[config.mk]
export PLATFORM = sky130hd
export DESIGN_NAME = ov5640_cfg_sequencer
export DESIGN_NICKNAME = d
export VERILOG_FILES = /design/src/rtl/ov5640_cfg_sequencer.sv
export SDC_FILE = /design/constraint.sdc
export NUM_CORES = 1
export LEC_CHECK = 0
export BUFFER_PORTS_ARGS = -buffer_cell sky130_fd_sc_hd__buf_2
export CAP_MARGIN = 25
export CORE_MARGIN = 4
export CORE_UTILIZATION = 55
export CTS_CLUSTER_SIZE = 12
export DETAILED_ROUTE_END_ITERATION = 7
export HOLD_SLACK_MARGIN = 0.06
export PLACE_DENSITY = 0.8
export SLEW_MARGIN = 20
export SYNTH_ARGS = -nofsm -noshare
export SYNTH_HDL_FRONTEND = slang
export SYNTH_SLANG_ARGS = --single-unit
[constraint.sdc]
create_clock -name clk -period 5.5 [get_ports clk]
set_clock_uncertainty 0.05 [all_clocks]
set_input_delay 1.1 -clock clk [delete_from_list [all_inputs] [get_ports clk]]
set_output_delay 1.1 -clock clk [all_outputs]
set_load 0.05 [all_outputs]
[src/rtl/ov5640_cfg_sequencer.sv]
// OV5640 power-up/config sequencer: camera reset, then walk a {addr,data} table issuing SCCB writes.
// Optional read-back verify of every write when CFG_VERIFY_EN is defined.
module ov5640_cfg_sequencer #(
    parameter int unsigned IDX_W         = 9,
    parameter int unsigned RST_HOLD      = 'h4FFFF,
    parameter int unsigned POST_RST_WAIT = 'h10000,
    parameter int unsigned DELAY_UNIT    = 25000,
    parameter int unsigned MAX_RETRY     = 3,
    parameter int unsigned AUTO_START    = 1
) (
    input  logic             clk,
    input  logic             rst,
    input  logic             start,
    output logic [IDX_W-1:0] tbl_idx,
    input  logic [23:0]      tbl_entry,
    output logic             sccb_req,
    output logic             sccb_rd,
    output logic [15:0]      sccb_addr,
    output logic [7:0]       sccb_wdata,
    input  logic             sccb_ack,
    input  logic             sccb_nack,
    input  logic [7:0]       sccb_rdata,
    output logic             cam_rstn,
    output logic             busy,
    output logic             done,
    output logic             error,
    output logic [IDX_W-1:0] err_idx
);

    localparam int unsigned DLY_MAX  = 255 * DELAY_UNIT;
    localparam int unsigned CNT_MAX0 = (RST_HOLD > POST_RST_WAIT) ? RST_HOLD : POST_RST_WAIT;
    localparam int unsigned CNT_MAX  = (CNT_MAX0 > DLY_MAX) ? CNT_MAX0 : DLY_MAX;
    localparam int unsigned CNT_W    = $clog2(CNT_MAX + 1);
    localparam int unsigned RTY_W    = (MAX_RETRY < 1) ? 1 : $clog2(MAX_RETRY + 1);
    localparam logic [15:0] ADDR_END = 16'hFFFF;
    localparam logic [15:0] ADDR_DLY = 16'hFFFE;

    typedef enum logic [3:0] {
        S_IDLE,
        S_RST_HOLD,
        S_RST_WAIT,
        S_FETCH,
        S_DECODE,
        S_WRITE,
        S_GAP,
        S_GAP_RD,
        S_READ,
        S_DELAY,
        S_DONE,
        S_ERROR
    } state_e;

    state_e            state_q, state_d;
    logic [CNT_W-1:0]  cnt_q, cnt_d;
    logic [IDX_W-1:0]  idx_q, idx_d;
    logic [IDX_W-1:0]  err_idx_q, err_idx_d;
    logic [RTY_W-1:0]  retry_q, retry_d;
    logic              req_q, req_d;
    logic              rd_q, rd_d;
    logic [15:0]       addr_q, addr_d;
    logic [7:0]        wdata_q, wdata_d;
    logic              cam_rstn_q, cam_rstn_d;
    logic              busy_q, busy_d;
    logic              done_q, done_d;
    logic              error_q, error_d;
    logic              auto_q, auto_d;

    logic [15:0]       ent_addr_c;
    logic [7:0]        ent_data_c;
    logic              last_idx_c;
    logic              launch;
    logic              advance;
    logic              fail;

    assign ent_addr_c = tbl_entry[23:8];
    assign ent_data_c = tbl_entry[7:0];
    assign last_idx_c = (idx_q == {IDX_W{1'b1}});

`ifndef CFG_VERIFY_EN
    logic unused_rdata;
    assign unused_rdata = ^sccb_rdata;
`endif

    // Next-state logic; launch/advance/fail collect the shared transitions used by several states.
    always_comb begin
        state_d    = state_q;
        cnt_d      = cnt_q;
        idx_d      = idx_q;
        err_idx_d  = err_idx_q;
        retry_d    = retry_q;
        req_d      = req_q;
        rd_d       = rd_q;
        addr_d     = addr_q;
        wdata_d    = wdata_q;
        cam_rstn_d = cam_rstn_q;
        busy_d     = busy_q;
        done_d     = done_q;
        error_d    = error_q;
        auto_d     = auto_q;
        launch     = 1'b0;
        advance    = 1'b0;
        fail       = 1'b0;

        case (state_q)
            S_IDLE: begin
                if (start || auto_q) begin
                    launch = 1'b1;
                end
            end
            S_RST_HOLD: begin
                if (cnt_q <= CNT_W'(1)) begin
                    cam_rstn_d = 1'b1;
                    cnt_d      = CNT_W'(POST_RST_WAIT);
                    state_d    = S_RST_WAIT;
                end else begin
                    cnt_d = cnt_q - CNT_W'(1);
                end
            end
            S_RST_WAIT: begin
                if (cnt_q <= CNT_W'(1)) begin
                    cnt_d   = '0;
                    state_d = S_FETCH;
                end else begin
                    cnt_d = cnt_q - CNT_W'(1);
                end
            end
            S_FETCH: begin
                state_d = S_DECODE;
            end
            S_DECODE: begin
                if (ent_addr_c == ADDR_END) begin
                    done_d  = 1'b1;
                    busy_d  = 1'b0;
                    state_d = S_DONE;
                end else if (ent_addr_c == ADDR_DLY) begin
                    if (ent_data_c == 8'h00) begin
                        advance = 1'b1;
                    end else begin
                        cnt_d   = CNT_W'(ent_data_c) * CNT_W'(DELAY_UNIT);
                        state_d = S_DELAY;
                    end
                end else begin
                    addr_d  = ent_addr_c;
                    wdata_d = ent_data_c;
                    req_d   = 1'b1;
                    rd_d    = 1'b0;
                    state_d = S_WRITE;
                end
            end
            S_DELAY: begin
                if (cnt_q <= CNT_W'(1)) begin
                    cnt_d   = '0;
                    advance = 1'b1;
                end else begin
                    cnt_d = cnt_q - CNT_W'(1);
                end
            end
            S_WRITE: begin
                if (sccb_ack) begin
                    req_d = 1'b0;
                    if (sccb_nack) begin
                        fail = 1'b1;
                    end else begin
`ifdef CFG_VERIFY_EN
                        state_d = S_GAP_RD;
`else
                        advance = 1'b1;
`endif
                    end
                end
            end
            // One idle cycle with req low before a retried write.
            S_GAP: begin
                req_d   = 1'b1;
                rd_d    = 1'b0;
                state_d = S_WRITE;
            end
`ifdef CFG_VERIFY_EN
            S_GAP_RD: begin
                req_d   = 1'b1;
                rd_d    = 1'b1;
                state_d = S_READ;
            end
            S_READ: begin
                if (sccb_ack) begin
                    req_d = 1'b0;
                    rd_d  = 1'b0;
                    if (!sccb_nack && (sccb_rdata == wdata_q)) begin
                        advance = 1'b1;
                    end else begin
                        fail = 1'b1;
                    end
                end
            end
`endif
            S_DONE, S_ERROR: begin
                if (start) begin
                    launch = 1'b1;
                end
            end
            default: begin
                state_d = S_IDLE;
            end
        endcase

        // Entry finished: step to the next one, or stop after the last table slot.
        if (advance) begin
            retry_d = '0;
            if (last_idx_c) begin
                done_d  = 1'b1;
                busy_d  = 1'b0;
                state_d = S_DONE;
            end else begin
                idx_d   = idx_q + IDX_W'(1);
                state_d = S_FETCH;
            end
        end

        if (fail) begin
            if (retry_q < RTY_W'(MAX_RETRY)) begin
                retry_d = retry_q + RTY_W'(1);
                state_d = S_GAP;
            end else begin
                err_idx_d = idx_q;
                error_d   = 1'b1;
                busy_d    = 1'b0;
                state_d   = S_ERROR;
            end
        end

        if (launch) begin
            auto_d     = 1'b0;
            cam_rstn_d = 1'b0;
            cnt_d      = CNT_W'(RST_HOLD);
            idx_d      = '0;
            err_idx_d  = '0;
            retry_d    = '0;
            req_d      = 1'b0;
            rd_d       = 1'b0;
            busy_d     = 1'b1;
            done_d     = 1'b0;
            error_d    = 1'b0;
            state_d    = S_RST_HOLD;
        end
    end

    always_ff @(posedge clk) begin
        if (rst) begin
            state_q    <= S_IDLE;
            cnt_q      <= '0;
            idx_q      <= '0;
            err_idx_q  <= '0;
            retry_q    <= '0;
            req_q      <= 1'b0;
            rd_q       <= 1'b0;
            addr_q     <= '0;
            wdata_q    <= '0;
            cam_rstn_q <= 1'b0;
            busy_q     <= 1'b0;
            done_q     <= 1'b0;
            error_q    <= 1'b0;
            auto_q     <= (AUTO_START != 0);
        end else begin
            state_q    <= state_d;
            cnt_q      <= cnt_d;
            idx_q      <= idx_d;
            err_idx_q  <= err_idx_d;
            retry_q    <= retry_d;
            req_q      <= req_d;
            rd_q       <= rd_d;
            addr_q     <= addr_d;
            wdata_q    <= wdata_d;
            cam_rstn_q <= cam_rstn_d;
            busy_q     <= busy_d;
            done_q     <= done_d;
            error_q    <= error_d;
            auto_q     <= auto_d;
        end
    end

    assign tbl_idx    = idx_q;
    assign sccb_req   = req_q;
    assign sccb_rd    = rd_q;
    assign sccb_addr  = addr_q;
    assign sccb_wdata = wdata_q;
    assign cam_rstn   = cam_rstn_q;
    assign busy       = busy_q;
    assign done       = done_q;
    assign error      = error_q;
    assign err_idx    = err_idx_q;

endmodule

Word-level counts from Yosys, hierarchy flattened
Index checks and enable logic that the tools add are counted. Widths: inputs -> output; s select.

Equality and inequality tests: 28. Order comparisons: 2. Mux-type cells: 52. Add/sub/neg operators: 3. Multiply operators: 1. Bitwise gates (word level): 4. Reduce and logical (&&, ||, !) cells: 21.

Operator list (number): $mux 23 (5); $pmux 23 s3 (1); $mux 4 (9); $eq 16x16->1 const B (2); $mux 1 (28); $pmux 4 s6 (1); $le 23x1->1 const B (1); $sub 23x1->23 const B (1); $mul 8x12->20 const B (1); $reduce_and 4->1 (5); $mux 19 (1); $eq 4x3->1 const B (3); $eq 4x4->1 const B (3); $ne 2x2->1 const B (5); $ne 5x5->1 const B (2); $add 9x1->9 const B (1); $eq 9x9->1 const B (1); $ne 3x3->1 const B (3); $eq 4x2->1 const B (2); $logic_not 8->1 (1); $ne 4x4->1 const B (2); $ne 7x7->1 const B (1); $mux 2 (3); $ne 6x6->1 const B (1); other kinds (17) (28).

Output and inout bits: 48. Register bits after elaboration: 78. Input port bits: 37.

Longest topological paths before layout
Gate-level depths: netlist of the first run.

Word-level depth: 9. Mapped depth: 14. Mapped depth without buffers: 14.

Worst setup path after synthesis of the first run
No wires, ideal clock.

Kind: input port to flip-flop. From: in tbl_entry[2]. To: reg cnt_q[15]. Slack: 0.543 ns. Arrival time: 4.788 ns. Stages: 14. Path through: ha_1 > ha_1 > inv_1 > fa_1 > inv_1 > fa_1 > ha_1 > nor2b_1 > o31a_1 > o41a_1 > a2111o_1 > a31o_1 > o21a_1 > o221a_2.

Word-level cells in the longest chain between the ends: 6.

RTL lines: start: declaration (line 15) `input logic [23:0] tbl_entry,`; $mul 8x12->20 (line 139) `cnt_d = CNT_W'(ent_data_c) * CNT_W'(DELAY_UNIT);`; $mux 23 (line 136) `if (ent_data_c == 8'h00) begin`; $mux 23 (line 135) `end else if (ent_addr_c == ADDR_DLY) begin`; $mux 23 (line 131) `if (ent_addr_c == ADDR_END) begin`; $pmux 23 s3 (line 104) `case (state_q)`; $mux 19 (line 231) `if (launch) begin`; end signal: assignment (line 265) `cnt_q <= cnt_d;`; end: declaration (line 54) `logic [CNT_W-1:0] cnt_q, cnt_d;`.

Several ways; a longest one is shown, not always the timed one. The select of a mux whose other input is x is not followed. A chain may end at the register's enable or synchronous reset.

Worst setup path in the final report of the first run
From: in tbl_entry[4]. To: reg cnt_q[15].

The elaborated chain is that of the path after synthesis.

==> flow_metrics.tcl, run 1 <==
set metrics [dict create \
    grt_pass1_vias 5048 \
    status "finished clean" \
    die-area_um2 11500 \
    yosysSeqAreaShare 0.2845 \
    rsz0062_at_grt "false" \
    critPathMostFrequentCell "ha_1" \
    clock_sinks 77 \
    final_cell_mix "nand2_1, dfxtp_1, buf_2" \
    design.core.area_um2 9415 \
    cts-root-buf "clkbuf_8" \
    maxCapViolations 0 \
    grt_use_total 0.2549 \
    netlist_area_um2 5418 \
    async_flop_share 0 \
    p_total_mw 1.574 \
    synth_flop_cell "dfxtp_1" \
    placementRows 35 \
    h-tree-depth 3 \
    grt_antenna_before_repair 0 \
    worst_hold_path_type "flop to flop" \
    wire_per_inst_um 16.91 \
    wl_um 14330 \
    nNetsFinal 824 \
    final_common_cell "nand2_1" \
    placed_cell_area_um2 5812 \
    fin_tns_setup_ns 0 \
    setup_violations 0 \
    power_leakage_nw 2.571 \
    synth-warning-count 0 \
    clk_pin_slew_ns 0.10 \
    post-cts-setup-buffers 0 \
    synth_xor_area_frac 0.03233 \
    place_hpwl_um 10660 \
    grt_max_degree 43 \
    slew_headroom 0.3985 \
    dr_total_vias 5123 \
    startpoint_type "input port" \
    drive_gt1_frac 0.1671 \
    grt_first_pass_wirelength_um 24140 \
    path_max_fanout 6 \
    diodes 0 \
    synth_area_leader_cell "dfxtp_1" \
    clock_latency_ns 0.37 \
    synth_edf_count 0 \
    final_cell_area_um2 6017 \
    cts_tree "yes" \
    place_congestion 0.9259 \
    cts_resized 0 \
    ys_ff_latch 77 \
    cp-end-kind "flop" \
    slowest_stage "fa_1" \
    grt-ovfl-total 0 \
    syn_inst 652 \
    clock_path_buffers 2 \
    viasPerCell 6.048 \
    tightest_slew_ns 0.8962 \
    cts_hold_buf 0 \
    ios 85 \
    finalHoldViolations 0 \
    port_buffers 75 \
    cp_data_arrival_time_ns 5.21 \
    antenna_left 0 \
    first_pass_iters 5 \
    synth_cell_type_count 77 \
    drcViolationCount 0 \
    numCtsBuffers 9 \
    syn_nets 763 \
    synthAdderAreaFrac 0.1875 \
    start_util 0.5754 \
    synth_top_cell_area_share 0.2845 \
    drt_iter0_drc 309 \
    area_delta_synth_final_pct 11.06 \
    syn_area_per_cell_um2 8.309 \
    die_x_um 107.3 \
    die_y_um 107.3 \
    crit_type "input port to flop" \
    synth_compound_area_frac 0.2042 \
    path_cells "buf_2 > ha_1 > ha_1 > inv_1 > fa_1 > inv_1 > fa_1 > ha_1 > nor2b_1 > o31a_1 > o41a_1 > a2111o_1 > a31o_1 > o21a_1 > o221a_2" \
    timing.final.crit_share 0.9089 \
    powerDensity_nw_per_um2 261.6 \
    critPathRequiredTime_ns 5.71 \
    fmax_ghz 0.2000 \
    synth.area.top_cells "dfxtp_1, ha_1, nand2_1" \
    drv_slew 0 \
    muxShareOfSynthArea 0.009238 \
    worst_ir_drop_vdd_mv 0.1356 \
    post-route-min-period_ns 4.999 \
    critPathMaxStageDelay_ns 0.52 \
    synth_simple_gate_area_frac 0.2316 \
    synth_top_family_by_area "simple AND/OR/NAND/NOR gates" \
]
-- per-stage QoR --
step	worst slack, ns	instances	hold slack, ns	util
after floorplan	0.5432	652	0.3729	-
after global placement	0.2571	830	0.3834	0.6173
after detailed placement	0.1509	830	0.3895	0.6173
after CTS	0.5131	846	0.4039	0.6375
after global routing	0.3690	847	0.4255	0.6391
final	0.5011	847	0.3984	0.6391
-- per-layer routing --
layer | wire, um | GRT usage | vias to the layer above
met2 | 7070 | 0.4294 | 193
li1 | - | - | 2489
met3 | 976 | 0.05879 | 27
met5 | 0 | 0 | -
met1 | 6006 | 0.3220 | 2414
met4 | 273 | 0.08219 | 0
-- Yosys cell counts (12+ instances only) --
cell type	number
nand4_1	13
o21ai_0	17
nand3_1	12
dfxtp_1	77
ha_1	62
inv_1	24
a21oi_1	67
nor2_1	45
nand2_1	94
nor3_1	26
fa_1	12
clkbuf_1	16
-- logic make-up (layout without fill, tap and decap cells) --
group           Yosys count  in the layout
compound gates          166            166
xor+xnor                 20             20
fa+ha+maj                74             74
buf+inv                  55            121
flops                    77             77
mux                       5              5
other cells               1              1
simple gates            254            254
-- final timing paths --
path | startpoint | end | slack [ns] | depth (start not counted)
hold reg to reg | auto_q | auto_q | 0.40 | 2
hold / removal | auto_q | auto_q | 0.40 | 2
setup / recovery | tbl_entry[4] | cnt_q[15] | 0.50 | 15
setup reg to reg | state_q[2] | cnt_q[15] | 2.08 | 6
-- power by group --
part	switching (mW)	internal [mW]	total, mW
logic	0.314	0.221	0.535
clock network	0.248	0.184	0.433
registers	0.0292	0.577	0.607
total	0.592	0.982	1.57
-- registers in the layout, summed over array words and instances (netlist names) --
name / count
auto_q: 1
busy: 1
cam_rstn: 1
cnt_q: 23
done: 1
err_idx: 9
error: 1
retry_q: 2
sccb_addr: 16
sccb_req: 1
sccb_wdata: 8
state_q: 4
tbl_idx: 9
-- worst max-delay path: cells and delay by family --
| family | cells | cell delay (ns) |
|---|---|---|
| adder cells (fa/ha/maj) | 5 | 1.94 |
| AO/OA/AOI/OAI | 6 | 1.69 |
| buffers and inverters | 3 | 0.27 |
| AND/OR/NAND/NOR | 1 | 0.16 |
-- cell type report --
cell class                      count  area (um^2)
Multi-Input combinational cell    520         3606
Fill cell                         822         3398
Sequential cell                    77         1541
Timing Repair Buffer               81        427.9
Tap cell                          129        161.4
Clock buffer                       10        137.6
Inverter                           24        90.09
Clock inverter                      6        52.55
Power figures use the tool's default switching activity.
==> inputs of run 2 (changes only) <==
--- a/config.mk
+++ b/config.mk
@@ -9,6 +9,7 @@
 export CAP_MARGIN = 25
 export CORE_MARGIN = 4
 export CORE_UTILIZATION = 55
+export CTS_BUF_LIST = sky130_fd_sc_hd__clkbuf_16
 export CTS_CLUSTER_SIZE = 12
 export DETAILED_ROUTE_END_ITERATION = 7
 export HOLD_SLACK_MARGIN = 0.06
==> run 2 against run 1 <==
  * Via count up 1.0%
  * Sequential power about the same
  * Non-clock buffer count stayed put
  * Core utilization grew 0.97 points
  * Critical path depth stayed put
  * Clock-buffer cell count shrank 1
  * Cell area is 1.5% higher
==> flow_metrics.tcl, run 2 (synthesis gave the netlist of run 1 again) <==
set metrics [dict create \
    final_common_cell "nand2_1" \
    worst_hold_path_type "flop to flop" \
    crit_type "input port to flop" \
    start_util 0.5754 \
    placed_cell_area_um2 5812 \
    power_leakage_nw 2.612 \
    regToRegStartpoint "state_q[2]" \
    wire_per_inst_um 17.11 \
    nNetsFinal 824 \
    drv_slew 0 \
    die_x_um 107.3 \
    clock_sinks 77 \
    cts_tree "yes" \
    fin_cells 847 \
    grt_max_degree 43 \
    grt_use_total 0.2582 \
    swShare 0.3520 \
    r2r-end "cnt_q[15]" \
    startpoint_type "input port" \
    post-cts-setup-buffers 0 \
    diodes 0 \
    seq_area_um2 1541 \
    first_pass_iters 7 \
    cts_hold_buf 0 \
    grt_pass1_vias 5104 \
    cp_data_arrival_time_ns 5.22 \
    drcViolationCount 0 \
    tightest_slew_ns 0.9321 \
    multiInputGateArea_um2 3606 \
    clock_path_buffers 2 \
    cp-end-kind "flop" \
    cts_resized 0 \
    critPathRequiredTime_ns 5.67 \
    antenna_left 0 \
    clkPwrFrac 0.333 \
    p_switching_mw 0.6032 \
    post-route-min-period_ns 5.047 \
    die-area_um2 11500 \
    dr_total_vias 5174 \
    final_cell_area_um2 6108 \
    fin_tns_setup_ns 0 \
    combPwrFrac 0.313 \
    n_fill_cell 817 \
    place_hpwl_um 10660 \
    fin_hold_ws_ns 0.3956 \
    cts-root-buf "clkbuf_16" \
    area_delta_synth_final_pct 12.75 \
    regMostFlops "cnt_q" \
    grt-ovfl-total 0 \
    drt_iter0_drc 360 \
    place_ws_ns 0.1509 \
    path_cells "buf_2 > ha_1 > ha_1 > inv_1 > fa_1 > inv_1 > fa_1 > ha_1 > nor2b_1 > o31a_1 > o41a_1 > a2111o_1 > a31o_1 > o21a_1 > o221a_2" \
    clk_pin_slew_ns 0.07 \
    clock_latency_ns 0.34 \
    cellInternalPower_mw 1.111 \
    timing.final.crit_share 0.9177 \
    grt_antenna_before_repair 0 \
    crit_start "tbl_entry[4]" \
    power.share.sequential 0.354 \
    r2r_slack_ns 2.06 \
    grt_first_pass_wirelength_um 24450 \
    status "finished clean" \
    critPathMaxStageDelay_ns 0.52 \
    finalHoldViolations 0 \
    h-tree-depth 3 \
    slew_headroom 0.3744 \
    critPathMostFrequentCell "ha_1" \
    setup_slack_ns 0.4527 \
    viasPerCell 6.109 \
    placementRows 35 \
    design.core.area_um2 9415 \
    place_congestion 0.9259 \
    final_cell_mix "nand2_1, dfxtp_1, buf_2" \
    wl_um 14490 \
    numCtsBuffers 9 \
    path_max_fanout 6 \
    drive_gt1_frac 0.1657 \
    worstSetupEndpoint "cnt_q[15]" \
    die_y_um 107.3 \
    maxCapViolations 0 \
    setup_violations 0 \
    ios 85 \
    port_buffers 75 \
    worst_ir_drop_vdd_mv 0.1607 \
    largest_reg_flops 23 \
    slowest_stage "fa_1" \
    rsz0062_at_grt "false" \
    rr_worst_depth 6 \
    dp_cells 830 \
    fmax_ghz 0.1981 \
    powerDensity_nw_per_um2 280.6 \
]
run 2: changes by cell type in the layout (fill, tap and decap cells not counted):
cell,delta
clkinv_1,+1
clkbuf_8,-10
clkbuf_16,+9
run 2: power by group through the flow:
stage	logic, mW	clock network, mW	registers [mW]
global placement	0.495	0	0.616
detailed placement	0.517	0	0.618
floorplan	0.393	0	0.613
global route	0.601	0.598	0.609
finish	0.536	0.570	0.607
CTS	0.526	0.576	0.605
run 2: worst min path at each step:
stage | startpoint | to | slack (ns) | cells past startpoint
2_1_floorplan | auto_q | auto_q | 0.37 | 2
6_report | auto_q | auto_q | 0.40 | 2
5_1_grt | err_idx[8] | err_idx[8] | 0.42 | 2
4_1_cts | auto_q | auto_q | 0.40 | 2
3_3_place_gp | auto_q | auto_q | 0.38 | 2
3_5_place_dp | auto_q | auto_q | 0.39 | 2
run 2: per-stage QoR:
stage	util	power, mW
floorplan	-	1.006
global placement	0.6173	1.111
detailed placement	0.6173	1.134
CTS	0.6472	1.708
global route	0.6488	1.808
finish	0.6488	1.714
run 2: layout make-up:
class / count / area share
sequential: 77 / 0.2524
inverter: 24 / 0.01475
multi-input combinational: 520 / 0.5903
tap: 129 / 0.02642
clock inverter: 7 / 0.009218
timing repair buffer: 81 / 0.07005
clock buffer: 9 / 0.03687
run 2: metal layers:
metal / up-vias / wire [um] / global-route usage / part of all wire
li1: 2501 / - / - / -
met1: 2455 / 6066 / 0.3257 / 0.42
met2: 190 / 7220 / 0.4361 / 0.50
met3: 28 / 918 / 0.05759 / 0.063
met4: 0 / 283 / 0.08493 / 0.020
met5: - / 0 / 0 / 0
run 2: worst max-delay path: cells and delay by family:
family	cells	cell delay, ns
buffers and inverters	3	0.27
adders and majority gates	5	1.94
and+or+nand+nor	1	0.16
AOI/OAI and AO/OA	6	1.73
